File: config.mk
export PLATFORM = sky130hd
export DESIGN_NAME = clock_monitor
export DESIGN_NICKNAME = d
export VERILOG_FILES = /design/src/rtl/clkmon_pkg.sv /design/src/rtl/clkmon_edge_sync.sv /design/src/rtl/clock_monitor.sv
export SDC_FILE = /design/constraint.sdc
export NUM_CORES = 1
export LEC_CHECK = 0
export ABC_AREA = 1
export CORE_UTILIZATION = 44
export CTS_BUF_LIST = sky130_fd_sc_hd__clkbuf_4 sky130_fd_sc_hd__clkbuf_8
export DETAILED_ROUTE_END_ITERATION = 6
export GPL_ROUTABILITY_DRIVEN = 1
export MAX_ROUTING_LAYER = met4
export PLACE_DENSITY = 0.76
export SLEW_MARGIN = 20
export SYNTH_ARGS = -nofsm -noshare
export SYNTH_HDL_FRONTEND = slang
export SYNTH_HIERARCHICAL = 1
export SYNTH_SLANG_ARGS = --single-unit
File: constraint.sdc
create_clock -name clk -period 3.6 [get_ports clk]
set_input_delay 0.54 -clock clk [delete_from_list [all_inputs] [get_ports clk]]
set_output_delay 0.54 -clock clk [all_outputs]
set_load 0.03 [all_outputs]
File: src/rtl/clkmon_pkg.sv
// Shared types and helpers for the clock monitor: FSM states, default
// parameter values and the tolerance check.
package clkmon_pkg;

  typedef enum logic [1:0] {StIdle, StArm, StHigh, StLow} state_e;

  localparam int unsigned DefCntW    = 16;
  localparam int unsigned DefExpOn   = 30;
  localparam int unsigned DefExpOff  = 70;
  localparam int unsigned DefTol     = 2;
  localparam int unsigned DefTimeout = 1000;

  // True when |diff| exceeds tol; diff arrives sign-extended from the caller.
  function automatic logic out_of_tol(input int diff, input int tol);
    int mag;
    mag = (diff < 0) ? -diff : diff;
    return mag > tol;
  endfunction

endpackage

File: src/rtl/clkmon_edge_sync.sv
// Two-flop synchronizer plus history flop for the monitored clock; emits
// single-cycle rise/fall strobes with equal latency for both edges.
module clkmon_edge_sync (
  input  logic clk,
  input  logic rst,
  input  logic clk_in,
  output logic rise,
  output logic fall
);

  logic sync1_q, sync1_d;
  logic sync2_q, sync2_d;
  logic hist_q, hist_d;

  always_comb begin
    sync1_d = clk_in;
    sync2_d = sync1_q;
    hist_d  = sync2_q;
  end

  always_ff @(posedge clk) begin
    if (rst) begin
      sync1_q <= 1'b0;
      sync2_q <= 1'b0;
      hist_q  <= 1'b0;
    end else begin
      sync1_q <= sync1_d;
      sync2_q <= sync2_d;
      hist_q  <= hist_d;
    end
  end

  assign rise = sync2_q & ~hist_q;
  assign fall = ~sync2_q & hist_q;

endmodule

File: src/rtl/clock_monitor.sv
// Measures high/low time and period of an asynchronous clock in clk cycles
// and flags duty/period errors. Define CLKMON_TIMEOUT_EN to build the stuck detector.
module clock_monitor
  import clkmon_pkg::*;
#(
  parameter int unsigned CNT_W   = DefCntW,
  parameter int unsigned EXP_ON  = DefExpOn,
  parameter int unsigned EXP_OFF = DefExpOff,
  parameter int unsigned TOL     = DefTol,
  parameter int unsigned TIMEOUT = DefTimeout
) (
  input  logic             clk,
  input  logic             rst,
  input  logic             clk_enb,
  input  logic             clk_in,
  output logic             meas_valid,
  output logic [CNT_W-1:0] t_on,
  output logic [CNT_W-1:0] t_off,
  output logic [CNT_W:0]   period,
  output logic             duty_err,
  output logic             stuck
);

  localparam logic [CNT_W-1:0] CntMax = '1;
  localparam logic [CNT_W:0]   ExpOnX  = (CNT_W+1)'(EXP_ON);
  localparam logic [CNT_W:0]   ExpOffX = (CNT_W+1)'(EXP_OFF);

  logic rise, fall;

  clkmon_edge_sync u_edge_sync (
    .clk    (clk),
    .rst    (rst),
    .clk_in (clk_in),
    .rise   (rise),
    .fall   (fall)
  );

  state_e           state_q, state_d;
  logic [CNT_W-1:0] on_cnt_q, on_cnt_d;
  logic [CNT_W-1:0] off_cnt_q, off_cnt_d;
  logic             sat_q, sat_d;
  logic [CNT_W-1:0] t_on_q, t_on_d;
  logic [CNT_W-1:0] t_off_q, t_off_d;
  logic [CNT_W:0]   period_q, period_d;
  logic             duty_err_q, duty_err_d;
  logic             meas_valid_q, meas_valid_d;

  logic signed [CNT_W:0] diff_on, diff_off;
  assign diff_on  = $signed({1'b0, on_cnt_q}) - $signed(ExpOnX);
  assign diff_off = $signed({1'b0, off_cnt_q}) - $signed(ExpOffX);

`ifdef CLKMON_TIMEOUT_EN
  localparam int unsigned      IdleW    = $clog2(TIMEOUT + 1);
  localparam logic [IdleW-1:0] TimeoutV = IdleW'(TIMEOUT);
  logic [IdleW-1:0] idle_cnt_q, idle_cnt_d;
  logic             stuck_q, stuck_d;
`endif

  always_comb begin
    state_d      = state_q;
    on_cnt_d     = on_cnt_q;
    off_cnt_d    = off_cnt_q;
    sat_d        = sat_q;
    t_on_d       = t_on_q;
    t_off_d      = t_off_q;
    period_d     = period_q;
    duty_err_d   = duty_err_q;
    meas_valid_d = 1'b0;
`ifdef CLKMON_TIMEOUT_EN
    idle_cnt_d   = idle_cnt_q;
    stuck_d      = stuck_q;
`endif

    if (!clk_enb) begin
      // Disabling drops any partial measurement but keeps published results.
      state_d   = StIdle;
      on_cnt_d  = '0;
      off_cnt_d = '0;
      sat_d     = 1'b0;
    end else begin
      unique case (state_q)
        StIdle: begin
          on_cnt_d  = '0;
          off_cnt_d = '0;
          sat_d     = 1'b0;
          state_d   = StArm;
        end
        StArm: begin
          if (rise) begin
            state_d   = StHigh;
            on_cnt_d  = CNT_W'(1);
            off_cnt_d = '0;
            sat_d     = 1'b0;
          end
        end
        StHigh: begin
          if (fall) begin
            state_d   = StLow;
            off_cnt_d = CNT_W'(1);
          end else if (on_cnt_q == CntMax) begin
            sat_d = 1'b1;
          end else begin
            on_cnt_d = on_cnt_q + 1'b1;
          end
        end
        StLow: begin
          if (rise) begin
            t_on_d       = on_cnt_q;
            t_off_d      = off_cnt_q;
            period_d     = {1'b0, on_cnt_q} + {1'b0, off_cnt_q};
            duty_err_d   = sat_q
                         | out_of_tol(int'(diff_on), int'(TOL))
                         | out_of_tol(int'(diff_off), int'(TOL));
            meas_valid_d = 1'b1;
            state_d      = StHigh;
            on_cnt_d     = CNT_W'(1);
            off_cnt_d    = '0;
            sat_d        = 1'b0;
          end else if (off_cnt_q == CntMax) begin
            sat_d = 1'b1;
          end else begin
            off_cnt_d = off_cnt_q + 1'b1;
          end
        end
        default: state_d = StIdle;
      endcase
    end

`ifdef CLKMON_TIMEOUT_EN
    if (!clk_enb || state_q == StIdle) begin
      idle_cnt_d = '0;
      stuck_d    = stuck_q & clk_enb;
    end else if (rise || fall) begin
      idle_cnt_d = '0;
    end else if (idle_cnt_q + 1'b1 == TimeoutV) begin
      // No edge for TIMEOUT cycles: flag it and re-arm on the next rise.
      idle_cnt_d = '0;
      stuck_d    = 1'b1;
      state_d    = StArm;
      on_cnt_d   = '0;
      off_cnt_d  = '0;
      sat_d      = 1'b0;
    end else begin
      idle_cnt_d = idle_cnt_q + 1'b1;
    end
    if (meas_valid_d) begin
      stuck_d = 1'b0;
    end
`endif
  end

  always_ff @(posedge clk) begin
    if (rst) begin
      state_q      <= StIdle;
      on_cnt_q     <= '0;
      off_cnt_q    <= '0;
      sat_q        <= 1'b0;
      t_on_q       <= '0;
      t_off_q      <= '0;
      period_q     <= '0;
      duty_err_q   <= 1'b0;
      meas_valid_q <= 1'b0;
    end else begin
      state_q      <= state_d;
      on_cnt_q     <= on_cnt_d;
      off_cnt_q    <= off_cnt_d;
      sat_q        <= sat_d;
      t_on_q       <= t_on_d;
      t_off_q      <= t_off_d;
      period_q     <= period_d;
      duty_err_q   <= duty_err_d;
      meas_valid_q <= meas_valid_d;
    end
  end

`ifdef CLKMON_TIMEOUT_EN
  always_ff @(posedge clk) begin
    if (rst) begin
      idle_cnt_q <= '0;
      stuck_q    <= 1'b0;
    end else begin
      idle_cnt_q <= idle_cnt_d;
      stuck_q    <= stuck_d;
    end
  end
  assign stuck = stuck_q;
`else
  assign stuck = 1'b0;
`endif

  assign meas_valid = meas_valid_q;
  assign t_on       = t_on_q;
  assign t_off      = t_off_q;
  assign period     = period_q;
  assign duty_err   = duty_err_q;

endmodule

Word level (Yosys, flattened, before mapping)
Index checks and enable logic that the tools add are counted.
Storage, ports and cells
  flip-flop bits (word level): 89
  input bits: 4
  output and inout port bits: 52
Cells by class
  $add $sub $neg: 7
  magnitude comparators: 4
  equal/unequal tests: 13
  mux-type cells: 21
  bitwise logic cells: 8
  reductions and logical operators: 9
Operators by type and width (number)
  16-bit 2-to-1 mux: 7
  32-bit by 3-bit greater-than comparator with 1-bit output, second input constant: 2
  32-bit 2-to-1 mux: 2
  17-bit negation with 32-bit output: 2
  16-bit one-hot mux with 4 select lines: 1
  16-bit one-hot mux with 3 select lines: 1
  17-bit by 1-bit < comparator with 1-bit output, second input constant: 2
  16-bit by 1-bit adder with 16-bit output, second input constant: 2
  16-bit equality test, second input constant: 2
  16-bit by 16-bit adder with 17-bit output: 1
  16-bit by 5-bit subtractor with 17-bit output, second input constant: 1
  16-bit by 7-bit subtractor with 17-bit output, second input constant: 1
  2-bit inequality test, second input constant: 5
  3-bit AND reduction: 3
  1-bit 2-to-1 mux: 6
  3-bit inequality test, second input constant: 2
  2-bit one-hot mux with 3 select lines: 1
  2-bit equality test, second input constant: 2
  2-bit 2-to-1 mux: 2
  1-bit inverter: 4
  1-bit one-hot mux with 4 select lines: 1
  4-bit AND reduction: 1
  2-bit OR reduction: 2
  3-bit OR reduction: 1
  6 further kinds: 8

Logic depth before layout (Yosys ltp)
Gate-level depths: netlist of run 1.
  depth after elaboration: 6
  gate-level depth with buffers: 14
  gate-level depth less buffers: 14

By module
The synthesis of run 1 kept the hierarchy.
Modules (own cells, without submodules)
  clock_monitor: instances 1, cells each 833, area each 5609.1 um^2
  clkmon_edge_sync: instances 1, cells each 12, area each 93.8 um^2

Worst setup path after synthesis of run 1
No wires, ideal clock.
  kind: reg2reg
  start point: register on_cnt_q[1]
  end point: register period_q[10], in the netlist period[10]
  setup time: 0.116 ns
  arrival time: 1.904 ns
  data required time: 3.484 ns
  path slack: 1.580 ns
  cell stages (with the launch flop): 10
  buffers on the path: 0
  period minus slack after synthesis: 2.020 ns
  cell sequence: dfxtp_1 -> inv_1 -> fa_1 -> o21ai_1 -> a31oi_1 -> o21bai_1 -> or2_2 -> nand3_1 -> o211ai_1 -> inv_1
On the way
  word-level cells in the longest chain between the ends: 1
Ends and longest elaborated chain
  start: declaration: RTL line clock_monitor.sv:39  | logic [CNT_W-1:0] on_cnt_q, on_cnt_d;
  start signal: assignment: RTL line clock_monitor.sv:165  | on_cnt_q <= on_cnt_d;
  16-bit by 16-bit adder with 17-bit output: RTL line clock_monitor.sv:110  | period_d = {1'b0, on_cnt_q} + {1'b0, off_cnt_q};
  end signal: assignment: RTL line clock_monitor.sv:170  | period_q <= period_d;
  end: declaration: RTL line clock_monitor.sv:44  | logic [CNT_W:0] period_q, period_d;
No other way between the ends.
A chain may end at the register's enable or synchronous reset.

Final worst setup path of run 1
Ends and elaborated chain as after synthesis.

==> metrics list, run 1 <==
- Status: complete, no violations
- Part of the total power dissipated in the clock network: 44.6%
* Critical path required time: 3.87 ns
- Std-Cell Rows: 41
- The first detailed-routing pass ran for 5 iterations.
* Transition at the pin with the smallest max-transition slack: 0.5154 ns
- The detailed router placed 5533 vias in this run.
* Hold Fails Final Rpt: 0
- Global routing used 23.86% of the available tracks.
* Gate count after technology mapping: 845
* Remaining Overflow, GRT: 0
- Die Wd: 115.8 um
* PD cells: 284.7 mW/mm2
* Category of cells accounting for the largest share of critical-path delay: compound AO/OA/AOI/OAI gates
* Hold-fix buffers, CTS: 0
* Effective utilization at floorplan: 45.19%
- TritonCTS buffer count: 9
- CTS H-Tree Depth: 3
* Count of flip-flops with a built-in enable after synthesis: 0
- Placer congestion estimate: 0.9545
* Net switching fraction of the power: 21.40%
* Synthesis Warnings: 6
- The clock period could shrink to 2.505 ns.
- Yosys mapped the design onto 48 distinct sky130hd cell types.
- Setup repair after global routing left no endpoint under its margin.
- For this design the total switching power over the nets is 0.4020 mW.
- For hold timing, the worst endpoint is u_edge_sync/hist_d.
- Area Growth Syn to Fin: 15.73%
* Placed cell area: 0.006357 mm2
* Worst setup SP type: flop
- Share of post-route cells with drive strength above 1: 7.503%
* Antenna Violating Nets Remaining: 0
* Worst min-delay path startpoint: u_edge_sync/sync1_q
- The tree is rooted in a clkbuf_8.
- Final Hold Slack: 0.4111 ns
* Setup-violating endpoint count in the final report: 0
* Most numerous cell on the critical path: inv_1
- Worst Path Arrival: 2.77 ns
- Counting cells, the worst reg-to-reg path comes to 9.
- Sinks on the clock net: 89
- The worst register-to-register path begins at on_cnt_q[1].
- Number of setup buffers added after CTS: 0
- The clock passes through at most 2 buffers.
- In the routed layout, each cell is associated on average with a via count of 5.195.
* Buffer and inverter count on the worst path: 2
- Nets: 919
- The first global-routing pass estimated 24.08 mm of wire.
- After detailed routing, the average wire length per cell comes to 13.69 um.
- Tcrit/Tclk final: 69.59%
- In this run, synthesis produced a sequential element count of 89.
- Combinational cells account for 2.6% of the total power.
- Total length of routed wires: 14.58 mm
* Total design power: 1.879 mW
- Final setup slack of the worst path: 1.095 ns
- The critical path is of the reg -> reg type.
- Most common cell after layout, fill and taps aside: nand2_1
- Among all flip-flop cells after synthesis, the most frequent one is dfxtp_1.
- Sequential cells burn 52.7% of the power.
- Cells along the critical path: inv_1 > fa_1 > o21ai_1 > a31oi_1 > o21bai_1 > or2_2 > nand3_1 > o211ai_1 > inv_1
- Count of final max-slew check failures: 0
* Maximum clock rate: 399.2 MHz
* Input/output buffers: 54
- The endpoint identified for the worst register-to-register timing path is period[10].
- Delay contributed by the slowest stage of the critical path: 0.56 ns
* Relative slew margins: 65.45%
- Post-synthesis cell area: 0.005703 mm2
- After routing, the total negative slack on setup checks comes to 0 ns.
* Floorplan die height: 115.8 um
- In this run the static leakage power is 2.922 nW.
* Worst-Skew Late Latency: 0.38 ns
- Post-place setup slack: 1.164 ns
- Max-cap violations in this run came to 0.
* Cell types with the largest area share after synthesis: dfxtp_1 (31%), nand2_1 (12%), a21oi_1 (7.4%)
- Cell depth of the worst hold path: 2
- Worst IR drop on VDD: 0.2105 mV
- Final Cell Area: 0.006600 mm2
- The repair_antennas step left the layout with diodes totalling 0.
- After the first detailed-routing iteration, the DRC count stood at 597.
- The synthesized design spends more area on one cell type than any other, namely dfxtp_1.
- For flop-to-flop paths, the worst setup slack is 1.09 ns.
- The total area inside the core boundary comes to 0.01262 mm2.
- Estimated wirelength of the detail-placed design: 11.14 mm
- Worst Hold Class: reg -> reg
- The number of global-route vias before repair is 4859.
- In this run the worst path has a maximum fanout of 9.
- The library cells used most frequently in the layout, excluding fill and tap cells, are nand2_1 (186), nor2_1 (91), dfxtp_1 (89), inv_1 (88), a21oi_1 (84).
- Across the routed clock network, the largest skew measured is 0.01354 ns.
- Syn avg cell area: 6.749 um2
- After synthesis, the share of flip-flops with an asynchronous set or reset is 0%.
- The worst setup path is captured at a flop.
* # IOs: 56
* Filler cell count in the final layout: 1272
* Largest net degree at the start of global routing: 44
* Initial antenna violation count: 0
* Power Internal: 1.477 mW
- Die footprint: 0.01342 mm2
- The number of nets handed over by synthesis was 876.
- Worst path slowest cell: dfxtp_1
- TritonCTS built the clock tree.
* Post-cts gate resize count: 0
- Summed over its instances, the top area cell type makes up 31.24% of the synthesized netlist area.
- The share of the Yosys chip area taken by registers is 31.24%.
- After clock tree synthesis, the clock-pin slew on the worst setup and hold paths is 0.09 ns.
- Post-route DRC: 0
==> worst register-to-register path, cell delays in order (launching register included) <==
cell	delay, ns
dfxtp_1	0.56
inv_1	0.24
fa_1	0.50
o21ai_1	0.35
a31oi_1	0.23
o21bai_1	0.20
or2_2	0.13
nand3_1	0.05
o211ai_1	0.09
inv_1	0.05
==> power groups by stage <==
stage	logic [mW]	clock network [mW]	registers (mW)
2_1_floorplan	0.0341	0	1.01
3_3_place_gp	0.0487	0	1.01
3_5_place_dp	0.0492	0	1.01
4_1_cts	0.0494	0.854	0.990
5_1_grt	0.0555	0.897	0.991
6_report	0.0497	0.839	0.990
==> metrics by stage <==
stage / instances / utilization [%]
after floorplan: 845 / -
after global placement: 1049 / 50.38
after detailed placement: 1049 / 50.38
after CTS: 1065 / 52.30
after global routing: 1065 / 52.30
final: 1065 / 52.30
==> sequential cells by signal (all words and copies together) (netlist names) <==
| signal | count |
|---|---|
| duty_err | 1 |
| state_q | 2 |
| meas_valid | 1 |
| u_edge_sync/sync1_q | 1 |
| t_on | 16 |
| u_edge_sync/hist_q | 1 |
| on_cnt_q | 16 |
| t_off | 16 |
| off_cnt_q | 16 |
| sat_q | 1 |
| u_edge_sync/hist_d | 1 |
| period | 17 |
==> cells by family (layout without fill, tap and decap cells) <==
| group | count (synthesis) | after routing | share of synthesized area [%] |
|---|---|---|---|
| xor+xnor | 22 | 22 | 3.379 |
| fa+ha+maj | 27 | 27 | 6.055 |
| simple gates | 403 | 403 | 32.97 |
| compound gates | 177 | 177 | 16.78 |
| buf+inv | 126 | 174 | 9.500 |
| flops | 89 | 89 | 31.24 |
| other cells | 1 | 1 | 0.06576 |
==> synth_stat cells (3+ instances only) <==
library cell  count
nand3b_1          3
buf_4             3
dfxtp_1          89
nor2_2            7
xor2_1           20
inv_2             8
nand2_2           5
nor2_1           91
buf_2            11
o21ai_1           5
nand2_1         186
inv_1            88
nand3_4           3
nor2_4            5
o21a_1            3
o21ai_0          64
nor3_1           15
nor4_1            4
nor3_2            4
o221ai_1          4
nand3_2           3
buf_6             4
nand4_1          17
nand3_1          48
a31oi_1           3
ha_1             26
clkbuf_1          7
o211ai_1          6
a21oi_1          84
o21bai_1          3
==> layer usage <==
| layer | up-vias | GRT usage [%] | routed length (um) |
|---|---|---|---|
| met4 | 0 | 8.034 | 206 |
| met1 | 2491 | 33.40 | 7351 |
| met5 | - | - | 0 |
| met3 | 14 | 3.347 | 685 |
| met2 | 153 | 35.04 | 6337 |
| li1 | 2875 | - | - |
==> cell type report <==
type	count	area, um2	share of cell area, %
flip-flops and latches	89	1782	27.00
multi-input cells	630	3385	51.28
inverters	99	385.4	5.839
well taps	172	215.2	3.261
clock buffers	11	138.9	2.104
clock inverters	5	103.9	1.573
repair buffers	59	590.6	8.948
==> how the worst max path moves through the flow <==
stage / start / end / slack (ns) / depth (start not counted)
final: on_cnt_q[1] / period[10] / 1.09 / 9
after global routing: on_cnt_q[1] / period[10] / 0.88 / 9
after CTS: on_cnt_q[1] / period[10] / 1.13 / 9
after detailed placement: on_cnt_q[1] / period[10] / 1.16 / 9
after global placement: on_cnt_q[1] / period[10] / 1.17 / 9
after floorplan: on_cnt_q[1] / period[10] / 1.58 / 9
Note: power is estimated with default switching activity, not from simulation.
==> run 2, diff against run 1 <==
PLACE_DENSITY = 0.79   (was 0.76)
clock period = 2.05 ns   (was 3.6 ns; I/O delays follow)
==> run 2 against run 1 <==
Global-route usage rose by 2.3 points. Core utilization rose by 5.8 points. Critical path depth rose by 3. Total power rose by 65%. Clock power rose by 49%. Worst setup slack got worse by 1.0 ns. Routed wire length rose by 13%. Sequential share of layout area fell by 2.3 points. Clock skew fell by 0.0040 ns. Flip-flop and latch count did not move.
==> metrics list, run 2 (synthesis gave the netlist of run 1 again) <==
* Std-Cell Rows: 41 (unchanged)
- The total routed wirelength was 16.51 mm (was 14.58 mm).
* Input/output buffers: 54 (unchanged)
- Tcrit/Tclk final: 95.43% (was 69.59%)
- The power consumption came to 3.107 mW (was 1.879 mW).
* Core Region: 0.01262 mm2 (unchanged)
- Worst IR drop on VDD: 0.2975 mV (was 0.2105 mV)
* Logic gate share of total power: 3.9% (was 2.6%)
* Antenna Violating Nets Remaining: 0 (unchanged)
- Unrepaired setup endpoints after global routing: yes (was no).
- Global-route wire length before repair: 26.12 mm (was 24.08 mm)
- The setup total negative slack came to 0 ns (unchanged).
- The number of nets in the layout is 992 (was 919).
- The clock net sink count was 89 (unchanged).
- Initial DRT Pass Iterations: 7 (was 5)
* Buffer and inverter count on the worst path: 1 (was 2)
* Area Growth Syn to Fin: 28.50% (was 15.73%)
- Critical path required time: 2.39 ns (was 3.87 ns)
- Placer congestion estimate: 0.9646 (was 0.9545)
- The largest net degree at the start of global routing was 45 (was 44).
- The maximum operating frequency is 511.2 MHz (was 399.2 MHz).
- The latest clock arrival within the worst-skew pair is 0.40 ns (was 0.38 ns).
* Max Cap Viol: 0 (unchanged)
- The kind of start point of the critical path is a flop (unchanged).
* Worst Path Arrival: 2.30 ns (was 2.77 ns)
* Post-route DRC: 0 (unchanged)
- The via total after detailed routing is 6006 (was 5533).
- Leakage: 3.290 nW (was 2.922 nW)
- Die Wd: 115.8 um (unchanged)
- Share of post-route cells with drive strength above 1: 19.59% (was 7.503%)
- The clock root buffer is clkbuf_8 (unchanged).
- Power Internal: 2.368 mW (was 1.477 mW)
- The number of antenna violations at the first check in global routing came to 0 (unchanged).
* Most common cell after layout, fill and taps aside: nand2_1 (unchanged)
- The family with the most delay on the worst path is simple AND/OR/NAND/NOR gates (was compound AO/OA/AOI/OAI gates).
- The worst-case clock buffer depth came to 2 (unchanged).
* Estimated wirelength of the detail-placed design: 12.38 mm (was 11.14 mm)
- Setup-violating endpoint count in the final report: 0 (unchanged)
* Transition at the pin with the smallest max-transition slack: 0.5480 ns (was 0.5154 ns)
* CTS tree: done (unchanged)
* Number of antenna cells inserted: 0 (unchanged)
- The flip-flop count of the largest register, all copies and words added was 17 (unchanged).
- Status: complete, no violations (unchanged).
* Switching component of the power: 0.7394 mW (was 0.4020 mW)
* Die footprint: 0.01342 mm2 (unchanged)
- Sequential fraction of design power: 55.8% (was 52.7%)
- The iteration-0 DRC count of the detailed router was 486 (was 597).
- The total global routing overflow came to 0 (unchanged).
* Via count normalized by instance count: 5.282 (was 5.195)
- Critical-path maximum fanout: 6 (was 9)
- Most used cells in the layout excluding fill and tap cells: nand2_1 (180), nor2_1 (87), inv_1 (84), a21oi_1 (82) (was nand2_1 (186), nor2_1 (91), dfxtp_1 (89), inv_1 (88), a21oi_1 (84)).
* Part of the total power dissipated in the clock network: 40.4% (was 44.6%)
- Type of the worst setup path: reg -> reg (unchanged)
- The boundary pin count is 56 (unchanged).
- The number of global-route vias before repair came to 5303 (was 4859).
* Clock transition at path regs: 0.09 ns (about the same)
- TritonCTS buffer count: 9 (unchanged)
- Cells along the critical path: buf_4 > ha_1 > nand2_1 > nor2_1 > nand4_1 > nor2_1 > nand2_2 > nand3_4 > nor3b_4 > nand2_2 > a21oi_2 > o21a_1 (was inv_1 > fa_1 > o21ai_1 > a31oi_1 > o21bai_1 > or2_2 > nand3_1 > o211ai_1 > inv_1)
* Relative slew margins: 63.19% (was 65.45%)
- The biggest cell delay along the critical path came to 0.35 ns (was 0.56 ns).
- Placed cell area: 0.006873 mm2 (was 0.006357 mm2)
- The power density over the cells was 424.0 mW/mm2 (was 284.7 mW/mm2).
* Net switching fraction of the power: 23.80% (was 21.40%)
- Floorplan die height: 115.8 um (unchanged)
* Post-layout min period: 1.956 ns (was 2.505 ns)
- Global routing usage summed across all routing layers: 26.16% (was 23.86%)
* Clock tree skew after final layout: 0.009542 ns (was 0.01354 ns)
- The routed wirelength normalized by instance count was 14.52 um (was 13.69 um).
- The hold violation total from the final report is 0 (unchanged).
- Count of final max-slew check failures: 0 (unchanged)
* Worst Hold Class: reg -> reg (unchanged)
- The number of buffers inserted by hold repair at cts was 0 (unchanged).
- CTS H-Tree Depth: 3 (unchanged)
* Effective utilization at floorplan: 45.19% (unchanged)
- Worst path slowest cell: dfxtp_2 (was dfxtp_1)
- Final Cell Area: 0.007328 mm2 (was 0.006600 mm2)
- The kind of end point of the critical path was a flop (unchanged).
- Util after Layout: 58.07% (was 52.30%)
## run 2: what timing repair did
action,CTS,global route
pin swaps,0,13
endpoints found under the setup margin,3,27
gates resized for setup,4,66
gates cloned,0,1
setup buffers,0,5
## run 2: routing by layer
metal / routed length, um / track usage (%) / vias up
met3: 1039 / 3.400 / 37
met1: 7658 / 35.02 / 2735
met2: 7371 / 40.12 / 207
met4: 442 / 9.829 / 0
met5: 0 / - / -
li1: - / - / 3027
## run 2: cell type report
type / instances / area (um2)
multi-input cells: 631 / 3576
clock buffers: 12 / 146.4
inverters: 99 / 387.9
repair buffers: 131 / 1151
well taps: 172 / 215.2
flip-flops and latches: 89 / 1809
fillers: 1205 / 5291
clock inverters: 3 / 42.54
## run 2: path summary, 6_finish.rpt
kind,start,to,slack (ns),depth (start not counted)
worst min register to register,u_edge_sync/sync1_q,u_edge_sync/hist_d,0.41,2
worst min-delay path,u_edge_sync/sync1_q,u_edge_sync/hist_d,0.41,2
worst max-delay path,off_cnt_q[0],off_cnt_q[15],0.09,12
worst max register to register,off_cnt_q[0],off_cnt_q[15],0.09,12
## run 2: per-stage QoR
stage	instances	setup WS, ns	hold WS [ns]
after floorplan	845	0.03008	0.3787
after global placement	1116	-0.01571	0.3885
after detailed placement	1116	-0.03304	0.4020
after CTS	1131	0.007492	0.4098
after global routing	1137	-0.03791	0.4247
final	1137	0.09364	0.4106
## run 2: worst reg2reg max path, cell delays in order, from the launching register on
cell and delay (ns):
dfxtp_2 0.35, buf_4 0.16, ha_1 0.21, nand2_1 0.12, nor2_1 0.06, nand4_1 0.08, nor2_1 0.07, nand2_2 0.10
nand3_4 0.14, nor3b_4 0.29, nand2_2 0.10, a21oi_2 0.12, o21a_1 0.12
## run 2: power by group through the flow
stage / registers, mW / clock network (mW) / logic, mW
2_1_floorplan: 1.78 / 0 / 0.0599
3_5_place_dp: 1.78 / 0 / 0.110
4_1_cts: 1.74 / 1.28 / 0.111
5_1_grt: 1.73 / 1.34 / 0.129
3_3_place_gp: 1.78 / 0 / 0.110
6_report: 1.73 / 1.25 / 0.120
==> run 3, diff against run 2 <==
ABC_CLOCK_PERIOD_IN_PS = 2050   (was not set)
==> results of run 3 <==
No change in the layout: final DEF, timing and power equal those of run 2.
